[src/rtl/pixie_dma_scheduler.sv]
// Studio II 1861-style timing and DMA sequencer. Counts CPU machine cycles per
// line and lines per frame, issues the per-line DMA-out burst, raises the frame
// interrupt and drives the EF flag ahead of the active window.
module pixie_dma_scheduler #(
  parameter int CYCLES_PER_LINE = 14,
  parameter int LINES_PER_FRAME = 262,
  parameter int INT_LINE        = 62,
  parameter int ACTIVE_START    = 64,
  parameter int ACTIVE_LINES    = 128,
  parameter int DMA_PER_LINE    = 8,
  parameter int DMA_START_CYCLE = 1,
  parameter int EF_LEAD         = 4
) (
  input  logic       clk,
  input  logic       reset,
  input  logic       clk_enable,
  input  logic [1:0] SC,
  input  logic       disp_on,
  input  logic       disp_off,
  output logic       DMAO,
  output logic       INT,
  output logic       EFx,
  output logic [8:0] line,
  output logic [3:0] cycle,
  output logic       active,
  output logic [3:0] dma_count,
  output logic       line_done,
  output logic       frame_start,
  output logic       dma_miss
);

  localparam logic [3:0] CYC_LAST   = 4'(CYCLES_PER_LINE - 1);
  localparam logic [3:0] DMA_START  = 4'(DMA_START_CYCLE);
  localparam logic [3:0] DMA_LAST   = 4'(DMA_PER_LINE - 1);
  localparam logic [8:0] LINE_LAST  = 9'(LINES_PER_FRAME - 1);
  localparam logic [8:0] INT_L      = 9'(INT_LINE);
  localparam logic [8:0] ACT_FIRST  = 9'(ACTIVE_START);
  localparam logic [8:0] ACT_LAST   = 9'(ACTIVE_START + ACTIVE_LINES - 1);
  localparam logic [8:0] EF1_FIRST  = 9'(ACTIVE_START - EF_LEAD);
  localparam logic [8:0] EF1_LAST   = 9'(ACTIVE_START - 1);
  localparam logic [8:0] EF2_FIRST  = 9'(ACTIVE_START + ACTIVE_LINES - EF_LEAD);

  localparam logic [1:0] SC_DMA = 2'b10;
  localparam logic [1:0] SC_INT = 2'b11;

  typedef enum logic [1:0] {IDLE, REQ, DONE} dma_state_t;

  logic [3:0] cycle_q, cycle_d;
  logic [8:0] line_q, line_d;
  logic       en_q, en_d;
  logic       active_q, active_d;
  logic       efx_q, efx_d;
  logic       frame_start_q, frame_start_d;
  logic       wrap;

  dma_state_t state_q;
  logic       dmao_q;
  logic       int_q;
  logic [3:0] dma_count_q;
  logic       line_done_q;
  logic       dma_miss_q;

  // Next-state of the raster counters, display enable and line decodes.
  always_comb begin
    cycle_d       = cycle_q;
    line_d        = line_q;
    en_d          = en_q;
    wrap          = 1'b0;
    frame_start_d = 1'b0;
    if (clk_enable) begin
      wrap    = (cycle_q == CYC_LAST);
      cycle_d = wrap ? 4'd0 : cycle_q + 4'd1;
      if (wrap) begin
        line_d        = (line_q == LINE_LAST) ? 9'd0 : line_q + 9'd1;
        frame_start_d = (line_q == LINE_LAST);
      end
      // disp_on takes priority when both strobes arrive together
      if (disp_on) en_d = 1'b1;
      else if (disp_off) en_d = 1'b0;
    end
    active_d = (line_d >= ACT_FIRST) && (line_d <= ACT_LAST);
    efx_d    = !(((line_d >= EF1_FIRST) && (line_d <= EF1_LAST)) ||
                 ((line_d >= EF2_FIRST) && (line_d <= ACT_LAST)));
  end

  // Raster counter, enable and decoded-line registers.
  always_ff @(posedge clk) begin
    if (reset) begin
      cycle_q       <= 4'd0;
      line_q        <= 9'd0;
      en_q          <= 1'b0;
      active_q      <= 1'b0;
      efx_q         <= 1'b1;
      frame_start_q <= 1'b0;
    end else begin
      cycle_q       <= cycle_d;
      line_q        <= line_d;
      en_q          <= en_d;
      active_q      <= active_d;
      efx_q         <= efx_d;
      frame_start_q <= frame_start_d;
    end
  end

  // DMA burst FSM with registered DMAO/INT, ack counter and miss flag.
  always_ff @(posedge clk) begin
    if (reset) begin
      state_q     <= IDLE;
      dmao_q      <= 1'b1;
      int_q       <= 1'b0;
      dma_count_q <= 4'd0;
      line_done_q <= 1'b0;
      dma_miss_q  <= 1'b0;
    end else begin
      line_done_q <= 1'b0;
      if (clk_enable) begin
        case (state_q)
          IDLE: begin
            if (en_d && active_d && (cycle_d == DMA_START)) begin
              state_q <= REQ;
              dmao_q  <= 1'b0;
            end
          end
          REQ: begin
            if (!en_d) begin
              // display switched off mid-burst: abandon quietly
              state_q <= IDLE;
              dmao_q  <= 1'b1;
            end else if ((SC == SC_DMA) && (dma_count_q == DMA_LAST)) begin
              dma_count_q <= dma_count_q + 4'd1;
              line_done_q <= 1'b1;
              state_q     <= DONE;
              dmao_q      <= 1'b1;
            end else begin
              if (SC == SC_DMA) dma_count_q <= dma_count_q + 4'd1;
              if (cycle_d == CYC_LAST) begin
                dma_miss_q <= 1'b1;
                state_q    <= IDLE;
                dmao_q     <= 1'b1;
              end
            end
          end
          DONE: begin
            if (wrap) state_q <= IDLE;
          end
          default: begin
            state_q <= IDLE;
            dmao_q  <= 1'b1;
          end
        endcase
        // a burst never spans a line boundary, so clearing here wins safely
        if (wrap) dma_count_q <= 4'd0;
        // frame interrupt: set beats ack/active-start clear; disable forces low
        if (!en_d) int_q <= 1'b0;
        else if (wrap && (line_d == INT_L)) int_q <= 1'b1;
        else if ((SC == SC_INT) || (wrap && (line_d == ACT_FIRST))) int_q <= 1'b0;
      end
    end
  end

  assign DMAO        = dmao_q;
  assign INT         = int_q;
  assign EFx         = efx_q;
  assign line        = line_q;
  assign cycle       = cycle_q;
  assign active      = active_q;
  assign dma_count   = dma_count_q;
  assign line_done   = line_done_q;
  assign frame_start = frame_start_q;
  assign dma_miss    = dma_miss_q;

endmodule

[config.mk]
export PLATFORM = sky130hd
export DESIGN_NAME = pixie_dma_scheduler
export DESIGN_NICKNAME = d
export VERILOG_FILES = /design/src/rtl/pixie_dma_scheduler.sv
export SDC_FILE = /design/constraint.sdc
export NUM_CORES = 1
export LEC_CHECK = 0
export BUFFER_PORTS_ARGS = -buffer_cell sky130_fd_sc_hd__buf_2
export CAP_MARGIN = 20
export CORE_MARGIN = 2
export CORE_UTILIZATION = 25
export DETAILED_ROUTE_END_ITERATION = 10
export GPL_ROUTABILITY_DRIVEN = 1
export HOLD_SLACK_MARGIN = 0.02
export SLEW_MARGIN = 20
export SYNTH_ARGS = -nofsm -noshare
export SYNTH_HDL_FRONTEND = slang
export SYNTH_SLANG_ARGS = --single-unit
[constraint.sdc]
create_clock -name clk -period 2.85 [get_ports clk]
set_input_delay 0.285 -clock clk [delete_from_list [all_inputs] [get_ports clk]]
set_output_delay 0.285 -clock clk [all_outputs]
set_load 0.05 [all_outputs]
# ---- Yosys cells after proc, flatten, opt, wreduce, memory -nomap -nowiden
# Cells that the tools add are included.
dict set report word_totals {
  ff_bits 27
  out_inout_bits 24
}
dict set report classes {
  n_addsub 3
  n_lt_le_gt_ge 5
  n_eq_ne 15
  muxes 29
  n_bitwise 6
  n_reduce_logical 22
}
# op n
set ops {}
lappend ops {{two-way mux 4 bit} 7}
lappend ops {{two-way mux 9 bit} 3}
lappend ops {{two-way mux 1 bit} 12}
lappend ops {{AND reduction 4 bit} 3}
lappend ops {{two-way mux 2 bit} 5}
lappend ops {{adder 9 x 1 -> 9 bit, second input constant} 1}
lappend ops {{equality test 9 x 6 -> 1 bit, second input constant} 1}
lappend ops {{equality test 9 x 7 -> 1 bit, second input constant} 1}
lappend ops {{equality test 9 bit, second input constant} 1}
lappend ops {{greater-or-equal comparator 9 x 6 -> 1 bit, second input constant} 1}
lappend ops {{greater-or-equal comparator 9 x 7 -> 1 bit, second input constant} 1}
lappend ops {{greater-or-equal comparator 9 x 8 -> 1 bit, second input constant} 1}
lappend ops {{<= comparator 9 x 6 -> 1 bit, second input constant} 1}
lappend ops {{<= comparator 9 x 8 -> 1 bit, second input constant} 1}
lappend ops {{adder 4 x 1 -> 4 bit, second input constant} 2}
lappend ops {{equality test 4 bit, second input constant} 2}
lappend ops {{logical AND 1 bit} 8}
lappend ops {{equality test 2 bit, second input constant} 3}
lappend ops {{NOT 1 bit} 6}
lappend ops {{case mux 2 bit (3 select lines)} 1}
lappend ops {{AND reduction 5 bit} 1}
lappend ops {{equality test 4 x 1 -> 1 bit, second input constant} 1}
lappend ops {{equality test 4 x 3 -> 1 bit, second input constant} 1}
lappend ops {{inequality test 2 bit, second input constant} 2}
lappend ops {{12 further kinds} 14}

# ---- Logic depth before layout (Yosys ltp)
dict set report depth {
  depth_word 10
  mapped_depth 9
  ltp_nobuf 8
}

# ---- Worst setup path before layout
# OpenSTA, ideal clock, no wires.
dict set report synth_path {
  kind {reg2reg}
  start {reg line_q[0] (netlist: line[0])}
  end {reg dmao_q (netlist: DMAO)}
  t_arrival_ns 2.406
  required_ns 2.730
  path_slack_ns 0.324
  stages_incl_launch_ff 8
  path_buffers 0
  path_cell_list {dfxtp_1 ha_1 or3b_1 a2111oi_2 nor4b_1 and4b_1 nand2_1 a211o_1}
}
dict set report synth_between {
  elab_chain_len 10
  elab_cells_between_ends 12
}
# item line
set synth_rtl {}
lappend synth_rtl {{start, declared} 49} ;# logic [8:0] line_q, line_d;
lappend synth_rtl {{start signal, assigned} 97} ;# line_q <= line_d;
lappend synth_rtl {{adder 9 x 1 -> 9 bit or equality test 9 bit (tied branches)} 74} ;# line_d = (line_q == LINE_LAST) ? 9'd0 : line_q + 9'd1;
lappend synth_rtl {{two-way mux 9 bit} 74}
lappend synth_rtl {{two-way mux 9 bit} 73} ;# if (wrap) begin
lappend synth_rtl {{two-way mux 9 bit (*)} 70} ;# if (clk_enable) begin
lappend synth_rtl {{greater-or-equal comparator 9 x 7 -> 1 bit or <= comparator 9 x 8 -> 1 bit (tied branches)} 81} ;# active_d = (line_d >= ACT_FIRST) && (line_d <= ACT_LAST);
lappend synth_rtl {{logical AND 1 bit (*)} 81}
lappend synth_rtl {{logical AND 1 bit (*) (2 in a row)} 119} ;# if (en_d && active_d && (cycle_d == DMA_START)) begin
lappend synth_rtl {{inequality test 2 bit (no line) (*)} -}
lappend synth_rtl {{AND reduction 4 bit (no line) (*)} -}
lappend synth_rtl {{end signal, assigned} 121} ;# dmao_q <= 1'b0;
lappend synth_rtl {{end signal, assigned} 128} ;# dmao_q <= 1'b1;
lappend synth_rtl {{end signal, assigned} 133} ;# dmao_q <= 1'b1;
lappend synth_rtl {{end, declared} 57} ;# logic dmao_q;
# Mark *: on every way between the ends. The rest lies on a longest branch, timed or not.
# A chain may end at the register's enable or synchronous reset.

# ---- Worst setup path in the final report
dict set report layout_path {
  start {reg line_q[1] (netlist: line[1])}
  end {reg dmao_q (netlist: DMAO)}
}
# The elaborated chain is that of the path after synthesis.

==> results_dict.tcl <==
set metrics [dict create \
    vias 1399 \
    synth_edf_count 0 \
    drt-initial-drc-count 122 \
    clock_skew_ns 0.003619 \
    intPower_w 0.0004955 \
    routed_wl_mm 4.067 \
    worst_slew_pin_slew_ns 0.7900 \
    setup_violations 0 \
    cts_resized 0 \
    cp-start-kind "flip-flop" \
    rsz0062_at_grt "false" \
    diodes 0 \
    overflow 0 \
    hold_start "SC[1]" \
    post-place-ws_ns 0.3871 \
    grt_pass1_vias 1352 \
    path_clk_slew_ns 0.10 \
    dieArea_mm2 0.007157 \
    cp_max_fo 11 \
    min_period_ns 2.499 \
    portBuffers 30 \
    grt_max_degree 26 \
    htreeDepth 1 \
    finalSetupTns_ns 0 \
    grt_pass1_wl_mm 6.844 \
    dieWidth_um 84.60 \
    hold-path-endpoint "INT" \
    cts.sinks 27 \
    ys_warn_count 0 \
    cap_viol_max_count 0 \
    r2r-end "DMAO" \
    final_hold_viol_count 0 \
    worst_hold_slack_ns 0.3396 \
    max_freq_ghz 0.4001 \
    cts-root-buf "clkbuf_8" \
    core_mm2 0.006314 \
    multi_input_area_um2 947.2 \
    swShare_pct 24.91 \
    drt_pass1_iterations 5 \
    place_congestion 0.8335 \
    ys_types 56 \
    crit_arrival_ns 2.67 \
    syn_inst 179 \
    outcome "finished clean" \
    r2r_cells 7 \
    final_util_pct 28.60 \
    ys.flop_type "dfxtp_1" \
    slew_viol_final 0 \
    seqPwrFrac_pct 58.9 \
    postSynthAreaPerCell_um2 9.073 \
    io_pins 31 \
    worstSetupEndpointType "flip-flop" \
    fillers 700 \
    reg2reg_setup_slack_ns 0.35 \
    switchingPower_w 0.0001644 \
    max_slew_margin_pct 46.64 \
    postSynth.asyncResetShare_pct 0 \
    cp.required_ns 3.02 \
    start_util_pct 25.72 \
    synth_top_area_share_pct 33.28 \
    drc 0 \
    total_power_w 0.0006599 \
    critical_path_class "flip-flop to flip-flop" \
    layout-drive-gt1-share_pct 23.88 \
    hpwlAfterDp_mm 2.962 \
    r2r_start "line[1]" \
    min_period_over_period_pct 87.69 \
    register_area_um2 540.5 \
    viasPerCell 5.032 \
    syn-num-nets 189 \
    post-cts-setup-buffers 0 \
    syn_to_final_growth_pct 11.17 \
    cts_max_path_buffers 2 \
    antenna_found_initial 0 \
    synth_area_mm2 0.001624 \
    wl_per_cell_um 14.63 \
    p_per_area_mw_per_mm2 365.5 \
    ys_top_cells_by_area "dfxtp_1 (33%), nor2_1 (4.6%), buf_6 (4.2%)" \
    ys_ff_latch 27 \
    comb_power_share_pct 6.9 \
    hold_depth 4 \
    power_leakage_nw 0.7117 \
    yosysTopAreaCell "dfxtp_1" \
    yosysSeqAreaShare_pct 33.28 \
    hold_buffers 0 \
    ant_nets 0 \
    rows 29 \
    hold_path_class "input port to flip-flop" \
    cts-buffers-inserted 3 \
    worstSkewPairLatency_ns 0.28 \
    peakVddDrop_uv 204.5 \
    cts_tree "yes" \
    die_h_um 84.60 \
    setup_slack_ns 0.3507 \
    p_clk_share_pct 34.2 \
    track_usage_pct 11.66 \
    final_nets 212 \
]
worst max-delay path: stages, from the launching register on:
cell,delay (ns)
dfxtp_1,0.53
ha_1,0.37
or3b_1,0.39
a2111oi_2,0.35
nor4b_1,0.12
and4b_1,0.28
nand2_1,0.06
a211o_1,0.29
cell families after synthesis:
| kind of cell | after synthesis | synth area share (%) |
|---|---|---|
| AND/OR/NAND/NOR | 84 | 32.28 |
| AO/OA/AOI/OAI | 35 | 17.03 |
| flip-flops | 27 | 33.28 |
| buffers and inverters | 18 | 8.397 |
| XOR/XNOR | 9 | 4.854 |
| multiplexers | 3 | 1.849 |
| adder cells (fa/ha/maj) | 3 | 2.311 |
state kept, by name, indices dropped and copies added, names as in the netlist:
register     flops
line             9
line_done        1
dma_count        4
state_q          2
frame_start      1
DMAO             1
INT              1
EFx              1
active           1
en_q             1
dma_miss         1
cycle            4
cell usage in the layout, fill, tap and decap left out, types with 5 or more instances in the layout:
master and count:
buf_2 30, dfxtp_1 27, nor2_1 20, nand2_1 12, a21oi_1 9, nor3_1 9
nand3_1 7, xnor2_1 6, inv_1 5, nand4b_1 5
layer usage:
layer  global-route usage (%)  vias up  part of all wire, %
met4                    4.473        0                  1.8
met3                    1.868        7                  4.0
met5                        0        -                    0
met1                    16.87      650                   51
li1                         -      703                    -
met2                    17.32       39                   43
Yosys cell counts, types with 4 or more instances:
cell       n
nand4b_1   5
nand4_1    4
dfxtp_1   27
nor3_1     9
nand2_1   12
buf_6      6
nor2_1    20
buf_4      4
inv_1      5
a21oi_1    9
xnor2_1    6
nand3_1    7
through the flow:
step | cells | instance area, um2
final | 278 | 1805
after global placement | 274 | 1760
after CTS | 278 | 1805
after global routing | 278 | 1805
after detailed placement | 274 | 1760
after floorplan | 179 | 1624
final cells by class:
class	count	share of cell area, %
timing repair buffer	31	8.732
multi-input combinational	134	52.46
sequential	27	29.94
tap	77	5.336
inverter	5	1.040
clock buffer	4	2.495
worst max path at each step:
stage	from	slack (ns)	end
floorplan	line[0]	0.32	DMAO
finish	line[1]	0.35	DMAO
detailed placement	line[1]	0.39	DMAO
global placement	line[1]	0.46	DMAO
CTS	line[1]	0.36	DMAO
global route	line[1]	0.15	DMAO
power by group through the flow:
stage          combinational (W)  sequential (W)  clock (W)
4_1_cts                0.0000454        0.000389   0.000234
5_1_grt                0.0000494        0.000390   0.000256
6_report               0.0000452        0.000389   0.000226
3_5_place_dp           0.0000453        0.000398          0
2_1_floorplan          0.0000355        0.000401          0
3_3_place_gp           0.0000455        0.000397          0
Power figures use the tool's default switching activity.
